**config.mk**
```make
export PLATFORM = sky130hd
export DESIGN_NAME = pipe_ctrl_unit
export DESIGN_NICKNAME = d
export VERILOG_FILES = /design/src/rtl/pipe_ctrl_pkg.sv /design/src/rtl/md_busy_tracker.sv /design/src/rtl/pipe_ctrl_unit.sv
export SDC_FILE = /design/constraint.sdc
export NUM_CORES = 1
export LEC_CHECK = 0
export CORE_ASPECT_RATIO = 0.5
export CORE_MARGIN = 10
export CORE_UTILIZATION = 45
export DETAILED_ROUTE_END_ITERATION = 8
export DONT_BUFFER_PORTS = 1
export GPL_TIMING_DRIVEN = 0
export SLEW_MARGIN = 30
export SYNTH_ARGS = -nofsm -noshare
export SYNTH_HDL_FRONTEND = slang
export SYNTH_HIERARCHICAL = 1
export SYNTH_SLANG_ARGS = --single-unit
```
**constraint.sdc**
```tcl
create_clock -name clk -period 3.1 [get_ports clk]
set_input_delay 0.62 -clock clk [delete_from_list [all_inputs] [get_ports clk]]
set_output_delay 0.62 -clock clk [all_outputs]
set_load 0.05 [all_outputs]
```
**src/rtl/pipe_ctrl_pkg.sv**
```systemverilog
// Shared types and constants for the pipeline control sequencer.
// Default mult/div latencies and the stall counter width.
package pipe_ctrl_pkg;

    typedef enum logic [0:0] {
        MD_IDLE = 1'b0,
        MD_BUSY = 1'b1
    } md_state_t;

    localparam int unsigned MUL_LAT_DEF = 4;
    localparam int unsigned DIV_LAT_DEF = 32;
    localparam int unsigned STALL_CNT_W = 16;

endpackage

```
**src/rtl/md_busy_tracker.sv**
```systemverilog
// Tracks HI/LO occupancy after a mult/div starts in EX.
// Busy stays high for exactly the selected latency; a new start reloads the counter.
module md_busy_tracker
    import pipe_ctrl_pkg::*;
#(
    parameter int unsigned MUL_LAT = MUL_LAT_DEF,
    parameter int unsigned DIV_LAT = DIV_LAT_DEF,
    parameter int unsigned CNT_W   = 6
) (
    input  logic clk,
    input  logic reset,
    input  logic md_start_i,
    input  logic md_is_div_i,
    output logic md_busy_o
);

    md_state_t          r_state;
    md_state_t          w_state_next;
    logic [CNT_W-1:0]   r_cnt;
    logic [CNT_W-1:0]   w_cnt_next;

    always_ff @(posedge clk) begin
        if (reset) begin
            r_state <= MD_IDLE;
            r_cnt   <= '0;
        end else begin
            r_state <= w_state_next;
            r_cnt   <= w_cnt_next;
        end
    end

    always_comb begin
        w_state_next = r_state;
        w_cnt_next   = r_cnt;
        if (md_start_i) begin
            w_state_next = MD_BUSY;
            w_cnt_next   = md_is_div_i ? CNT_W'(DIV_LAT) : CNT_W'(MUL_LAT);
        end else if (r_state == MD_BUSY) begin
            // Count value 1 marks the final busy cycle.
            if (r_cnt == CNT_W'(1)) begin
                w_state_next = MD_IDLE;
                w_cnt_next   = '0;
            end else begin
                w_cnt_next = r_cnt - CNT_W'(1);
            end
        end
    end

    assign md_busy_o = (r_state == MD_BUSY);

endmodule

```
**src/rtl/pipe_ctrl_unit.sv**
```systemverilog
// Pipeline control sequencer: turns load-use, branch, HI/LO and memory-wait
// hazards into stall/flush controls for the fetch, issue and EX stages.
module pipe_ctrl_unit
    import pipe_ctrl_pkg::*;
#(
    parameter int unsigned MUL_LAT = MUL_LAT_DEF,
    parameter int unsigned DIV_LAT = DIV_LAT_DEF,
    parameter int unsigned CNT_W   = 6
) (
    input  logic                   clk,
    input  logic                   reset,
    input  logic [4:0]             rs_iss_i,
    input  logic [4:0]             rt_iss_i,
    input  logic                   use_rs_iss_i,
    input  logic                   use_rt_iss_i,
    input  logic [4:0]             rt_ex_i,
    input  logic                   mem_to_reg_ex_i,
    input  logic                   branch_taken_ex_i,
    input  logic                   md_start_ex_i,
    input  logic                   md_is_div_ex_i,
    input  logic                   md_use_iss_i,
    input  logic                   dmem_wait_i,
    output logic                   stall_fetch_o,
    output logic                   stall_iss_o,
    output logic                   stall_ex_o,
    output logic                   flush_iss_o,
    output logic                   flush_ex_o,
    output logic                   md_busy_o,
    output logic [STALL_CNT_W-1:0] stall_cnt_o
);

    logic                   w_md_busy;
    logic                   w_load_use;
    logic                   w_md_hazard;
    logic [STALL_CNT_W-1:0] r_stall_cnt;

    md_busy_tracker #(
        .MUL_LAT (MUL_LAT),
        .DIV_LAT (DIV_LAT),
        .CNT_W   (CNT_W)
    ) u_md_busy_tracker (
        .clk         (clk),
        .reset       (reset),
        .md_start_i  (md_start_ex_i),
        .md_is_div_i (md_is_div_ex_i),
        .md_busy_o   (w_md_busy)
    );

    // A load into $zero never produces a usable value, so it cannot cause a hazard.
    assign w_load_use = mem_to_reg_ex_i && (rt_ex_i != 5'd0) &&
                        ((use_rs_iss_i && (rs_iss_i == rt_ex_i)) ||
                         (use_rt_iss_i && (rt_iss_i == rt_ex_i)));

    assign w_md_hazard = w_md_busy && md_use_iss_i;

    always_comb begin
        stall_fetch_o = 1'b0;
        stall_iss_o   = 1'b0;
        stall_ex_o    = 1'b0;
        flush_iss_o   = 1'b0;
        flush_ex_o    = 1'b0;
        if (reset) begin
            // All controls idle while in reset.
        end else if (dmem_wait_i) begin
            stall_fetch_o = 1'b1;
            stall_iss_o   = 1'b1;
            stall_ex_o    = 1'b1;
        end else if (branch_taken_ex_i) begin
            flush_iss_o = 1'b1;
            flush_ex_o  = 1'b1;
        end else if (w_md_hazard || w_load_use) begin
            stall_fetch_o = 1'b1;
            stall_iss_o   = 1'b1;
            flush_ex_o    = 1'b1;
        end
    end

    always_ff @(posedge clk) begin
        if (reset) begin
            r_stall_cnt <= '0;
        end else if (stall_iss_o && !(&r_stall_cnt)) begin
            r_stall_cnt <= r_stall_cnt + STALL_CNT_W'(1);
        end
    end

    assign md_busy_o   = w_md_busy && !reset;
    assign stall_cnt_o = reset ? '0 : r_stall_cnt;

endmodule

```
Word level (Yosys, flattened, before mapping)
Cells that the tools add are included.
{"block": "word_totals", "word_cells": 42, "register_bits": 23, "in_bits": 25, "out_inout_bits": 22}
{"block": "classes", "n_eq_ne": 3, "reduce_logical": 14, "add_sub_neg": 2, "mux": 20}
{"op": "6-bit 2-to-1 mux", "n": 4}
{"op": "16-bit by 1-bit adder with 16-bit output (second input constant)", "n": 1}
{"op": "16-bit 2-to-1 mux", "n": 1}
{"op": "16-bit AND reduction", "n": 1}
{"op": "1-bit 2-to-1 mux", "n": 15}
{"op": "5-bit equality test", "n": 2}
{"op": "1-bit logical AND", "n": 7}
{"op": "6-bit by 1-bit equality test with 1-bit output (second input constant)", "n": 1}
{"op": "6-bit by 1-bit subtractor with 6-bit output (second input constant)", "n": 1}
{"op": "5-bit nonzero test", "n": 1}
{"op": "1-bit logical NOT", "n": 2}
{"op": "1-bit logical OR", "n": 2}
{"op": "2-bit nonzero test", "n": 1}

Logic depth before layout (Yosys ltp)
{"block": "logic_depth", "ltp_word": 10, "ltp_mapped": 7}

Cells and area by module
The synthesis kept the hierarchy.
{"module": "pipe_ctrl_unit", "cells_each": 134, "area_per_inst_um2": 1124.8, "instances": 1, "seq_area_each_um2": 320.3}
{"module": "md_busy_tracker", "cells_each": 44, "area_per_inst_um2": 372.9, "instances": 1, "seq_area_each_um2": 140.1}

Worst setup path after synthesis
Ideal clock, no wire load.
{"block": "synth_path", "kind": "input to output", "from": "in rt_ex_i[3]", "to": "out flush_ex_o", "path_slack_ps": 55, "path_stages": 6, "arrival_time_ps": 2425, "path_cell_list": "xor2_1 -> nor4_2 -> a32oi_1 -> nor2_1 -> a211oi_1 -> nor3_1"}
{"block": "synth_via", "elab_chain_len": 9, "word_cells_on_any_way": 13, "cone_classes": "2 x eq/ne; 4 x mux; 7 x reduce/logical"}
{"element": "from (decl)", "line_no": "pipe_ctrl_unit.sv:16", "text": "input logic [4:0] rt_ex_i,"}
{"element": "5-bit equality test, on equally long branches", "line_no": "pipe_ctrl_unit.sv:51, pipe_ctrl_unit.sv:52"}
{"element": "1-bit logical AND, on equally long branches", "line_no": "pipe_ctrl_unit.sv:51, pipe_ctrl_unit.sv:52"}
{"element": "1-bit logical OR", "line_no": "pipe_ctrl_unit.sv:51", "text": "((use_rs_iss_i && (rs_iss_i == rt_ex_i)) ||"}
{"element": "1-bit logical AND (*)", "line_no": "pipe_ctrl_unit.sv:50", "text": "assign w_load_use = mem_to_reg_ex_i && (rt_ex_i != 5'd0) &&"}
{"element": "1-bit logical OR (*)", "line_no": "pipe_ctrl_unit.sv:71", "text": "end else if (w_md_hazard || w_load_use) begin"}
{"element": "1-bit 2-to-1 mux (*)", "line_no": "pipe_ctrl_unit.sv:71"}
{"element": "1-bit 2-to-1 mux (*)", "line_no": "pipe_ctrl_unit.sv:68", "text": "end else if (branch_taken_ex_i) begin"}
{"element": "1-bit 2-to-1 mux (*)", "line_no": "pipe_ctrl_unit.sv:64", "text": "end else if (dmem_wait_i) begin"}
{"element": "1-bit 2-to-1 mux (*)", "line_no": "pipe_ctrl_unit.sv:62", "text": "if (reset) begin"}
{"element": "to (decl)", "line_no": "pipe_ctrl_unit.sv:27", "text": "output logic flush_ex_o,"}
Mark *: on every way between the ends. The rest lies on a longest branch, timed or not.

Worst setup path in the final report
{"block": "layout_path", "from": "in rt_ex_i[3]", "to": "out stall_iss_o"}
{"block": "layout_via", "elab_chain_len": 9, "word_cells_on_any_way": 13, "cone_classes": "2 x eq/ne; 4 x mux; 7 x reduce/logical"}
{"element": "5-bit equality test, on equally long branches", "line_no": "pipe_ctrl_unit.sv:51, pipe_ctrl_unit.sv:52"}
{"element": "1-bit logical AND, on equally long branches", "line_no": "pipe_ctrl_unit.sv:51, pipe_ctrl_unit.sv:52"}
{"element": "1-bit logical OR", "line_no": "pipe_ctrl_unit.sv:51"}
{"element": "1-bit logical AND (*)", "line_no": "pipe_ctrl_unit.sv:50"}
{"element": "1-bit logical OR (*)", "line_no": "pipe_ctrl_unit.sv:71"}
{"element": "1-bit 2-to-1 mux (*) (4 in series)"}
{"element": "to (decl)", "line_no": "pipe_ctrl_unit.sv:24", "text": "output logic stall_iss_o,"}
Marks and branches as above.

==> impl_metrics.py <==
metrics = {
    "floorplan": {
        "io_pins": 47,
        "start_util_pct": 48.31,
        "dieArea_mm2": 0.006176,
        "die_x_um": 101.6,
        "rows": 14,
        "core_mm2": 0.003100,
        "die_y_um": 60.80,
    },
    "timing": {
        "tightest_slew_ns": 1.029,
        "tns_ns": 0,
        "rsz0062_at_grt": "false",
        "finalClockSkew_ns": 0.008640,
        "setup_viol": 0,
        "final.min_clock_period_ns": 2.864,
        "relSlewSlack_pct": 31.26,
        "drv_slew": 0,
        "finalHoldViolations": 0,
        "whs_ns": 0.4159,
        "fmax_mhz": 349.2,
        "setup_ws_ns": 0.2359,
        "fin_crit_sh_pct": 92.39,
    },
    "clock_network": {
        "cts_root_buf": "clkbuf_8",
        "cts_tree": "built",
        "cts_hold_buf": 0,
        "path_clk_slew_ns": 0.07,
        "clk_latency_ns": 0.27,
        "post_cts_buffers": 0,
        "cts-resized-gates": 0,
        "clock-sinks": 23,
        "clockBufferDepth": 2,
        "cts_inserted_buffers": 3,
        "cts_htree_levels": 1,
    },
    "setup_path": {
        "r2r_cells": 7,
        "worstSetupPathType": "primary input to output pin",
        "worstReg2RegEnd": "r_stall_cnt[8]$_SDFFE_PP0P_",
        "cp_top_family": "buffers and inverters",
        "cp-start-kind": "primary input",
        "slowest_stage": "inv_1",
        "crit_buf_inv": 2,
        "cpPeakStageDelay_ns": 0.38,
        "cp.required_ns": 2.48,
        "r2r_setup_slack_ns": 1.25,
        "crit_path_max_fanout": 5,
        "end_kind": "output pin",
        "worstReg2RegStart": "r_stall_cnt[0]$_SDFFE_PP0P_",
        "arrival_ns": 2.24,
        "cp_cell_sequence": "xor2_1, nor4_2, a32oi_1, o21a_2, inv_1, buf_4",
    },
    "detailed_routing": {
        "ant_nets": 0,
        "via_count": 1284,
        "drc": 0,
        "viasPerCell": 5.784,
        "dr.pass1.iters": 4,
        "wl_um": 3534,
        "drt_iter0_drc": 55,
        "wl_per_cell_um": 15.92,
    },
    "place": {
        "dp_cells": 218,
        "dp_hpwl_um": 2860,
        "portBuffers": 0,
        "dp_slack_ns": 0.2345,
        "place_congestion": 0.7909,
        "dpl_cell_area_mm2": 0.001560,
    },
    "synth": {
        "yosys.area.top_type_share_pct": 30.74,
        "syn_inst": 178,
        "ys_seq_area_share_pct": 30.74,
        "synth_seq_cells": 23,
        "ys_types": 48,
        "synth.area.top_cells": "dfxtp_1 31%, nor2b_1 6.7%, xor2_1 5.3%",
        "yosysWarnings": 6,
        "yosys.area.top_type": "dfxtp_1",
        "synthesis.area_mm2": 0.001498,
        "syn_avg_cell_area_um2": 8.414,
        "synth_nets": 206,
    },
    "cells_and_area": {
        "final_cells": 222,
        "diodes": 0,
        "final_area_mm2": 0.001608,
        "syn2layout_area_growth_pct": 7.352,
        "drive_gt1_share_pct": 15.93,
        "nNetsFinal": 211,
        "fin_util_pct": 51.86,
    },
    "power": {
        "pwr-share-clk_pct": 31.2,
        "switching_share_pct": 27.89,
        "switchingPower_mw": 0.1684,
        "combPwrFrac_pct": 16.9,
        "p_total_mw": 0.6037,
        "p_int_mw": 0.4353,
        "p_per_area_mw_per_mm2": 375.5,
        "seqPwrFrac_pct": 51.9,
        "leakage_nw": 0.6018,
        "peakVddDrop_v": 0.0002011,
    },
    "global_route": {
        "overflow": 0,
        "grt_max_degree": 13,
        "grt_pass1_vias": 1212,
        "grt_pass1_wl_um": 5699,
        "antenna_found_initial": 0,
        "grt_util_all_layers_pct": 11.40,
    },
    "outcome": {
        "status": "finished, final reports clean",
    },
    "hold_path": {
        "whs_path_depth": 1,
        "min_to": "u_md_busy_tracker/md_busy_o$_SDFF_PP0_",
        "min_path_type": "primary input to flop",
        "min-delay-start": "reset",
    },
    "run": {
        "drv_cap": 0,
    },
}
-- layout by cell type (no fill, tap or decap), types with 3 or more instances in the layout --
cell      Yosys  layout
nand4_1       6       6
ha_1          3       3
nor2_1       19      19
clkbuf_8      0       3
xor2_1        9       9
mux2_1        6       6
nand2_1       7       7
a21oi_1       5       5
dfxtp_1      23      23
a211oi_1      3       3
o21ai_0       3       3
nand3_1       7       7
nor2b_1      16      14
nor3_1        6       4
xnor2_1       3       3
inv_1         9       9
clkbuf_1      3       4
and3_1        4       4
mux2_2        5       5
-- flip-flops by register name, indices dropped and copies added (netlist names) --
register and count:
u_md_busy_tracker/md_busy_o 1, r_stall_cnt 16, u_md_busy_tracker/r_cnt 6
-- logic make-up after synthesis --
| kind of cell | after synthesis | synth area share, % |
|---|---|---|
| simple gates | 87 | 33.50 |
| flops | 23 | 30.74 |
| buf+inv | 15 | 4.761 |
| mux | 12 | 9.272 |
| fa+ha+maj | 3 | 2.507 |
| xor+xnor | 12 | 7.018 |
| compound gates | 26 | 12.20 |
-- power groups by stage --
stage | logic [mW] | registers [mW] | clock network [mW]
after floorplan | 0.0887 | 0.317 | 0
after global placement | 0.0999 | 0.320 | 0
after detailed placement | 0.103 | 0.320 | 0
after CTS | 0.103 | 0.313 | 0.196
after global routing | 0.113 | 0.315 | 0.208
final | 0.102 | 0.313 | 0.188
-- layout make-up --
type,count,area [um^2]
fill,318,1493
buffer,6,37.54
inverter,9,33.78
tap,40,50.05
clock buffer,4,45.04
multi-input combinational,140,980.9
sequential,23,460.4
-- worst max path at each step --
stage / from / end / slack, ns / cells past startpoint
2_1_floorplan: rt_ex_i[3] / flush_ex_o / 0.05 / 6
3_3_place_gp: rt_ex_i[3] / flush_ex_o / -0.11 / 6
3_5_place_dp: rt_ex_i[3] / stall_iss_o / 0.23 / 6
4_1_cts: rt_ex_i[3] / stall_iss_o / 0.24 / 6
5_1_grt: rt_ex_i[3] / stall_iss_o / 0.12 / 6
6_report: rt_ex_i[3] / stall_iss_o / 0.24 / 6
-- cell usage after synthesis, drive strengths merged --
cell and number:
xnor2 3, o31ai 2, or3b 1, nand4 6, nand2 7, o211a 1
or4b 1, nor3 6, and2b 1, or3 3, a31oi 2, a311oi 1
and3 4, nand3 7, nor2b 16, mux2 12, o22ai 3, a211oi 3
a21oi 5, or2 2, clkbuf 3, and4b 1, and4 2, ha 3
inv 9, dfxtp 23, o21a 1, and2 3, nand2b 2, nand4b 1
or4 2, xor2 9, o21ai 6, a32oi 1, nor2 19, buf 3
a41oi 1, nor4 3
-- metal layers --
layer  vias to the layer above  routed length (um)  GRT usage [%]
li1                        648                   -              -
met1                       596                1515          12.08
met2                        38                1590          20.48
met3                         2                 411          5.669
met4                         0                  17          2.424
met5                         -                   0              0
No activity file was read; power rests on OpenSTA's default activity.
